===== src/rtl/mp_pkg.sv =====
// Shared definitions for the main_memory port and its arbiter:
// owner encodings, arbiter state type and default RAM geometry.
package mp_pkg;

    // Default RAM geometry (also used by main_memory)
    localparam int RAM_ADDR_W = 10;
    localparam int RAM_DATA_W = 8;

    // Burst counter width: covers MAX_BURST up to 15
    localparam int BURST_W = 4;

    // Debug owner encoding
    localparam logic [1:0] OWN_IDLE = 2'b00;
    localparam logic [1:0] OWN_R0   = 2'b01;
    localparam logic [1:0] OWN_R1   = 2'b10;

    // Arbiter state; each OWNx state is the registered grant to requester x
    typedef enum logic [1:0] {
        ARB_IDLE = 2'b00,
        ARB_OWN0 = 2'b01,
        ARB_OWN1 = 2'b10
    } arb_state_t;

    // Map an arbiter state onto the debug owner encoding
    function automatic logic [1:0] owner_of(input arb_state_t s);
        logic [1:0] o;
        case (s)
            ARB_OWN0: o = OWN_R0;
            ARB_OWN1: o = OWN_R1;
            default:  o = OWN_IDLE;
        endcase
        return o;
    endfunction

endpackage


===== src/rtl/ram_arb_pick.sv =====
// Combinational winner select for ram_arbiter: lock/burst continuation
// first, then arbitration among the current requests.
// Tie policy selected by macro RAM_ARB_RR_EN:
//   defined   -> round-robin (the requester that did not win last wins)
//   undefined -> fixed priority (requester 0 wins every tie)
module ram_arb_pick
    import mp_pkg::*;
#(
    parameter int MAX_BURST = 4
) (
    input  arb_state_t           i_state,
    input  logic                 i_req0,
    input  logic                 i_req1,
    input  logic                 i_lock0,
    input  logic                 i_lock1,
    input  logic [BURST_W-1:0]   i_burst_cnt,
    input  logic                 i_last,
    output arb_state_t           o_next_state,
    output logic [BURST_W-1:0]   o_next_cnt,
    output logic                 o_next_last
);

    logic [BURST_W-1:0] w_limit;
    logic               w_hold0;
    logic               w_hold1;
    logic               w_tie_win1;

    assign w_limit = BURST_W'(MAX_BURST - 1);

    // A locked owner keeps the port while it is still under the burst limit
    assign w_hold0 = (i_state == ARB_OWN0) && i_req0 && i_lock0 && (i_burst_cnt < w_limit);
    assign w_hold1 = (i_state == ARB_OWN1) && i_req1 && i_lock1 && (i_burst_cnt < w_limit);

`ifdef RAM_ARB_RR_EN
    assign w_tie_win1 = ~i_last;
`else
    assign w_tie_win1 = 1'b0;
`endif

    // Next owner, burst count and last-winner pointer
    always_comb begin
        o_next_state = i_state;
        o_next_cnt   = i_burst_cnt;
        o_next_last  = i_last;
        if (w_hold0 || w_hold1) begin
            o_next_cnt = i_burst_cnt + 1'b1;
        end else begin
            // Every fresh arbitration restarts the burst count, including a
            // re-grant to the same requester after its burst limit.
            o_next_cnt = '0;
            if (!i_req0 && !i_req1) begin
                o_next_state = ARB_IDLE;
            end else if (i_req0 && !i_req1) begin
                o_next_state = ARB_OWN0;
                o_next_last  = 1'b0;
            end else if (!i_req0 && i_req1) begin
                o_next_state = ARB_OWN1;
                o_next_last  = 1'b1;
            end else begin
                o_next_state = w_tie_win1 ? ARB_OWN1 : ARB_OWN0;
                o_next_last  = w_tie_win1;
            end
        end
    end

endmodule


===== src/rtl/ram_arbiter.sv =====
// Two-requester arbiter/sequencer in front of the single main_memory port.
// Requester 0 is the core path, requester 1 the host/DMA loader. One access
// per cycle executes while gnt is high; reads return one cycle later with a
// valid strobe. Tie policy: macro RAM_ARB_RR_EN (round-robin when defined,
// fixed priority to requester 0 otherwise).
module ram_arbiter
    import mp_pkg::*;
#(
    parameter int ADDR_W    = RAM_ADDR_W,
    parameter int DATA_W    = RAM_DATA_W,
    parameter int MAX_BURST = 4
) (
    input  logic              clock,
    input  logic              reset_n,
    input  logic              req0,
    input  logic              req1,
    input  logic              lock0,
    input  logic              lock1,
    input  logic              wr0,
    input  logic              wr1,
    input  logic [ADDR_W-1:0] addr0,
    input  logic [ADDR_W-1:0] addr1,
    input  logic [DATA_W-1:0] wdata0,
    input  logic [DATA_W-1:0] wdata1,
    output logic              gnt0,
    output logic              gnt1,
    output logic              rvalid0,
    output logic              rvalid1,
    output logic [DATA_W-1:0] rdata0,
    output logic [DATA_W-1:0] rdata1,
    output logic              mem_en,
    output logic              mem_write,
    output logic [ADDR_W-1:0] mem_addr,
    output logic [DATA_W-1:0] mem_din,
    input  logic [DATA_W-1:0] mem_dout,
    output logic [1:0]        owner
);

    arb_state_t         r_state;
    logic [BURST_W-1:0] r_burst_cnt;
    logic               r_last;
    logic               r_rvalid0;
    logic               r_rvalid1;
    logic [DATA_W-1:0]  r_rdata_hold0;
    logic [DATA_W-1:0]  r_rdata_hold1;

    arb_state_t         w_next_state;
    logic [BURST_W-1:0] w_next_cnt;
    logic               w_next_last;
    logic               w_rd0;
    logic               w_rd1;

    ram_arb_pick #(
        .MAX_BURST (MAX_BURST)
    ) u_pick (
        .i_state      (r_state),
        .i_req0       (req0),
        .i_req1       (req1),
        .i_lock0      (lock0),
        .i_lock1      (lock1),
        .i_burst_cnt  (r_burst_cnt),
        .i_last       (r_last),
        .o_next_state (w_next_state),
        .o_next_cnt   (w_next_cnt),
        .o_next_last  (w_next_last)
    );

    // Grants are the registered state itself
    assign gnt0  = (r_state == ARB_OWN0);
    assign gnt1  = (r_state == ARB_OWN1);
    assign owner = owner_of(r_state);

    // A read executes only when the owner is actually requesting
    assign w_rd0 = gnt0 & req0 & ~wr0;
    assign w_rd1 = gnt1 & req1 & ~wr1;

    // Arbiter state, burst counter and last-winner pointer
    always_ff @(posedge clock) begin
        if (!reset_n) begin
            r_state     <= ARB_IDLE;
            r_burst_cnt <= '0;
            r_last      <= 1'b1;
        end else begin
            r_state     <= w_next_state;
            r_burst_cnt <= w_next_cnt;
            r_last      <= w_next_last;
        end
    end

    // Memory port driven from the current owner; all zero when idle
    always_comb begin
        mem_en    = 1'b0;
        mem_write = 1'b0;
        mem_addr  = '0;
        mem_din   = '0;
        case (r_state)
            ARB_OWN0: begin
                mem_en    = req0;
                mem_write = wr0;
                mem_addr  = addr0;
                mem_din   = wdata0;
            end
            ARB_OWN1: begin
                mem_en    = req1;
                mem_write = wr1;
                mem_addr  = addr1;
                mem_din   = wdata1;
            end
            default: ;
        endcase
    end

    // Read-valid strobes, one cycle after a granted read; reset cancels them
    always_ff @(posedge clock) begin
        if (!reset_n) begin
            r_rvalid0 <= 1'b0;
            r_rvalid1 <= 1'b0;
        end else begin
            r_rvalid0 <= w_rd0;
            r_rvalid1 <= w_rd1;
        end
    end

    // Capture returned data so rdata holds between valid strobes
    always_ff @(posedge clock) begin
        if (!reset_n) begin
            r_rdata_hold0 <= '0;
            r_rdata_hold1 <= '0;
        end else begin
            if (r_rvalid0) r_rdata_hold0 <= mem_dout;
            if (r_rvalid1) r_rdata_hold1 <= mem_dout;
        end
    end

    // main_memory output is already registered and valid in the rvalid
    // cycle, so it is passed through directly then and held afterwards.
    assign rvalid0 = r_rvalid0;
    assign rvalid1 = r_rvalid1;
    assign rdata0  = r_rvalid0 ? mem_dout : r_rdata_hold0;
    assign rdata1  = r_rvalid1 ? mem_dout : r_rdata_hold1;

endmodule


===== config.mk =====
export PLATFORM = sky130hd
export DESIGN_NAME = ram_arbiter
export DESIGN_NICKNAME = d
export VERILOG_FILES = /design/src/rtl/mp_pkg.sv /design/src/rtl/ram_arb_pick.sv /design/src/rtl/ram_arbiter.sv
export SDC_FILE = /design/constraint.sdc
export NUM_CORES = 1
export LEC_CHECK = 0
export CAP_MARGIN = 20
export CORE_AREA = 2 2 62 64
export DETAILED_ROUTE_END_ITERATION = 7
export DIE_AREA = 0 0 64 66
export PLACE_DENSITY_LB_ADDON = 0.05
export SLEW_MARGIN = 20
export SYNTH_ARGS = -nofsm -noshare
export SYNTH_HDL_FRONTEND = slang
export SYNTH_SLANG_ARGS = --single-unit

===== constraint.sdc =====
create_clock -name clock -period 2.65 [get_ports clock]
set_input_delay 0.3975 -clock clock [delete_from_list [all_inputs] [get_ports clock]]
set_output_delay 0.3975 -clock clock [all_outputs]
set_load 0.01 [all_outputs]

==> impl_metrics.tcl <==
set metrics [dict create \
    status "complete, no violations" \
    worst_pin_slew_ns 0.6428 \
    clock_latency_ns 0.31 \
    period_needed_ns 2.431 \
    die_x_um 64 \
    num_rows 22 \
    numCtsBuffers 3 \
    max_stage_delay_ns 0.55 \
    avgSynthCellArea_um2 9.472 \
    synth_edf_count 0 \
    wire_per_inst_um 13.28 \
    ios 94 \
    dp_hpwl_um 2814 \
    viasPerCell 4.647 \
    synth_adder_area_share 0.05160 \
    place.gp.congestion 0.7476 \
    path_cells "inv_1 -> ha_2 -> buf_4 -> a22oi_1 -> nor2_1 -> clkdlybuf4s50_1" \
    dp_slack_ns 0.4605 \
    seq_area_frac_synth 0.3963 \
    synthFlopType "dfxtp_1" \
    drv_cap 0 \
    yosysTopAreaCellShare 0.3963 \
    startpoint_type "flop" \
    antenna_found_initial 0 \
    final_antenna_net_count 0 \
    fillers 304 \
    track_usage 0.1721 \
    powerDensity_mw_per_mm2 332.9 \
    io_buffers 93 \
    hp-class "flop to flop" \
    postCtsHoldBufs 0 \
    hold_viol 0 \
    synth-xor-area-share 0 \
    cts_tree "yes" \
    synthSimpleGateAreaFrac 0.2002 \
    ys_ff_latch 24 \
    vdd_ir_drop_max_uv 297.3 \
    syn_inst 128 \
    yosys.area.top_type "dfxtp_1" \
    synth_area_leaders "dfxtp_1, mux2_2, a22oi_1" \
    cts-htree-levels 1 \
    fp.coreArea_mm2 0.003551 \
    period_share 0.9172 \
    syn_to_final_growth_pct 84.42 \
    critPathMaxFanout 14 \
    nets 276 \
    finalSetupTns_ns 0 \
    path_buf_inv 3 \
    grt_pass1_wl_um 5747 \
    ys_types 21 \
    finClkSkew_ns 0.003763 \
    slowest_stage "clkdlybuf4s50_1" \
    slew_viol_final 0 \
    syn_area_mm2 0.001212 \
    p_leak_nw 0.8398 \
    power_mw 0.7444 \
    cp-end-kind "output pin" \
    drive_above_1_share 0.1193 \
    start_util 0.3414 \
    setup_viol 0 \
    whs_ns 0.5253 \
    drc_errors 0 \
    cts_num_sinks 24 \
    relSlewSlack 0.5701 \
    n_antenna_cell 0 \
    post-synth-top-count-cell "dfxtp_1" \
    finalWirelength_um 3532 \
    grt_pass1_vias 1323 \
    grt_overflow 0 \
    clkTransAtPathRegs_ns 0.12 \
    synth_top_family_by_area "simple AND/OR/NAND/NOR gates" \
    required_ns 2.25 \
    rsz0062_at_grt "false" \
    clockBufferDepth 2 \
    cts_root_buffer "clkbuf_4" \
    path_class "flop to output pin" \
    drtIter0Drc 57 \
    fmax_ghz 0.4114 \
    die_h_um 66 \
    synth_compound_gate_area_share 0.1445 \
    drtPass1Iterations 4 \
    die_area_mm2 0.004224 \
    arrival_ns 2.03 \
    ys_warn_count 0 \
    synthTopCellsByCount "dfxtp_1, a22oi_1, nor2_1, and2_1, mux2_2" \
    setup_slack_ns 0.2193 \
    synthMuxAreaShare 0.1651 \
    async_flop_share 0 \
    vias 1236 \
    grt_max_degree 25 \
    cpLargestDelayFamily "buffers and inverters" \
]
-- path summary, 6_finish.rpt --
check | cells after the start | from | to | slack [ns]
worst max-delay path | 6 | r_state[0]$_SDFFE_PN0N_ | mem_addr[2] | 0.22
worst min-delay path | 2 | r_state[1]$_SDFFE_PN0N_ | r_state[1]$_SDFFE_PN0N_ | 0.53
worst max register to register | 5 | r_state[1]$_SDFFE_PN0N_ | r_state[1]$_SDFFE_PN0N_ | 0.99
worst min register to register | 2 | r_state[1]$_SDFFE_PN0N_ | r_state[1]$_SDFFE_PN0N_ | 0.53
-- layer usage --
metal,vias up,track usage,share of wire
li1,621,-,-
met4,0,0.05707,0.021
met1,564,0.1948,0.41
met3,8,0.04089,0.045
met5,-,0,0
met2,43,0.3151,0.52
-- worst register-to-register path, cell delays in order, from the launching register on --
cell and delay [ns]:
dfxtp_1 0.36, inv_1 0.09, ha_2 0.33, nand3_2 0.13, a2111oi_4 0.47, mux2i_1 0.22
-- power by group --
part	total [mW]	internal (mW)	switching [mW]
clock network	0.188	0.0840	0.104
registers	0.371	0.367	0.00472
logic	0.185	0.120	0.0649
-- what timing repair did --
item / CTS / global route
resized for setup: 0 / 2
endpoints found under the setup margin: 0 / 16
setup buffers: 0 / 0
-- state kept, by name, summed over array words and instances (netlist names) --
register	flops
rvalid1	1
rvalid0	1
r_rdata_hold1	8
r_rdata_hold0	8
r_burst_cnt	4
r_state	2
-- kinds of logic after synthesis --
kind of cell               after synthesis
AOI/OAI and AO/OA                       21
adders and majority gates                5
buffers and inverters                   12
DFF                                     24
muxes                                   18
other                                    1
and+or+nand+nor                         47
-- metrics by stage --
stage	utilization	cell area, um2	cells
2_1_floorplan	-	1216	129
3_3_place_gp	0.6180	2195	262
3_5_place_dp	0.6180	2195	262
4_1_cts	0.6283	2231	266
5_1_grt	0.6297	2236	266
6_report	0.6297	2236	266
-- cell usage in the layout, fill, tap and decap left out, drive strengths merged, types with 2 or more instances in the layout --
master | netlist | layout
buf | 3 | 2
dfxtp | 24 | 24
clkbuf | 7 | 4
inv | 2 | 2
a22oi | 19 | 19
nor2 | 19 | 19
mux2 | 16 | 16
nand2 | 5 | 5
conb | 1 | 2
clkdlybuf4s50 | 0 | 93
and2 | 16 | 16
mux2i | 2 | 2
ha | 5 | 5
nor3b | 2 | 2
nand3 | 2 | 2
-- area by class of cell --
cell class,count,area [um2],share of cell area
clock buffer,4,36.28,0.01623
inverter,2,7.507,0.003358
multi-input combinational,93,693.2,0.3100
sequential,24,480.5,0.2149
tap,48,60.06,0.02686
timing repair buffer,95,958.4,0.4287
Note: power is estimated with default switching activity, not from simulation.
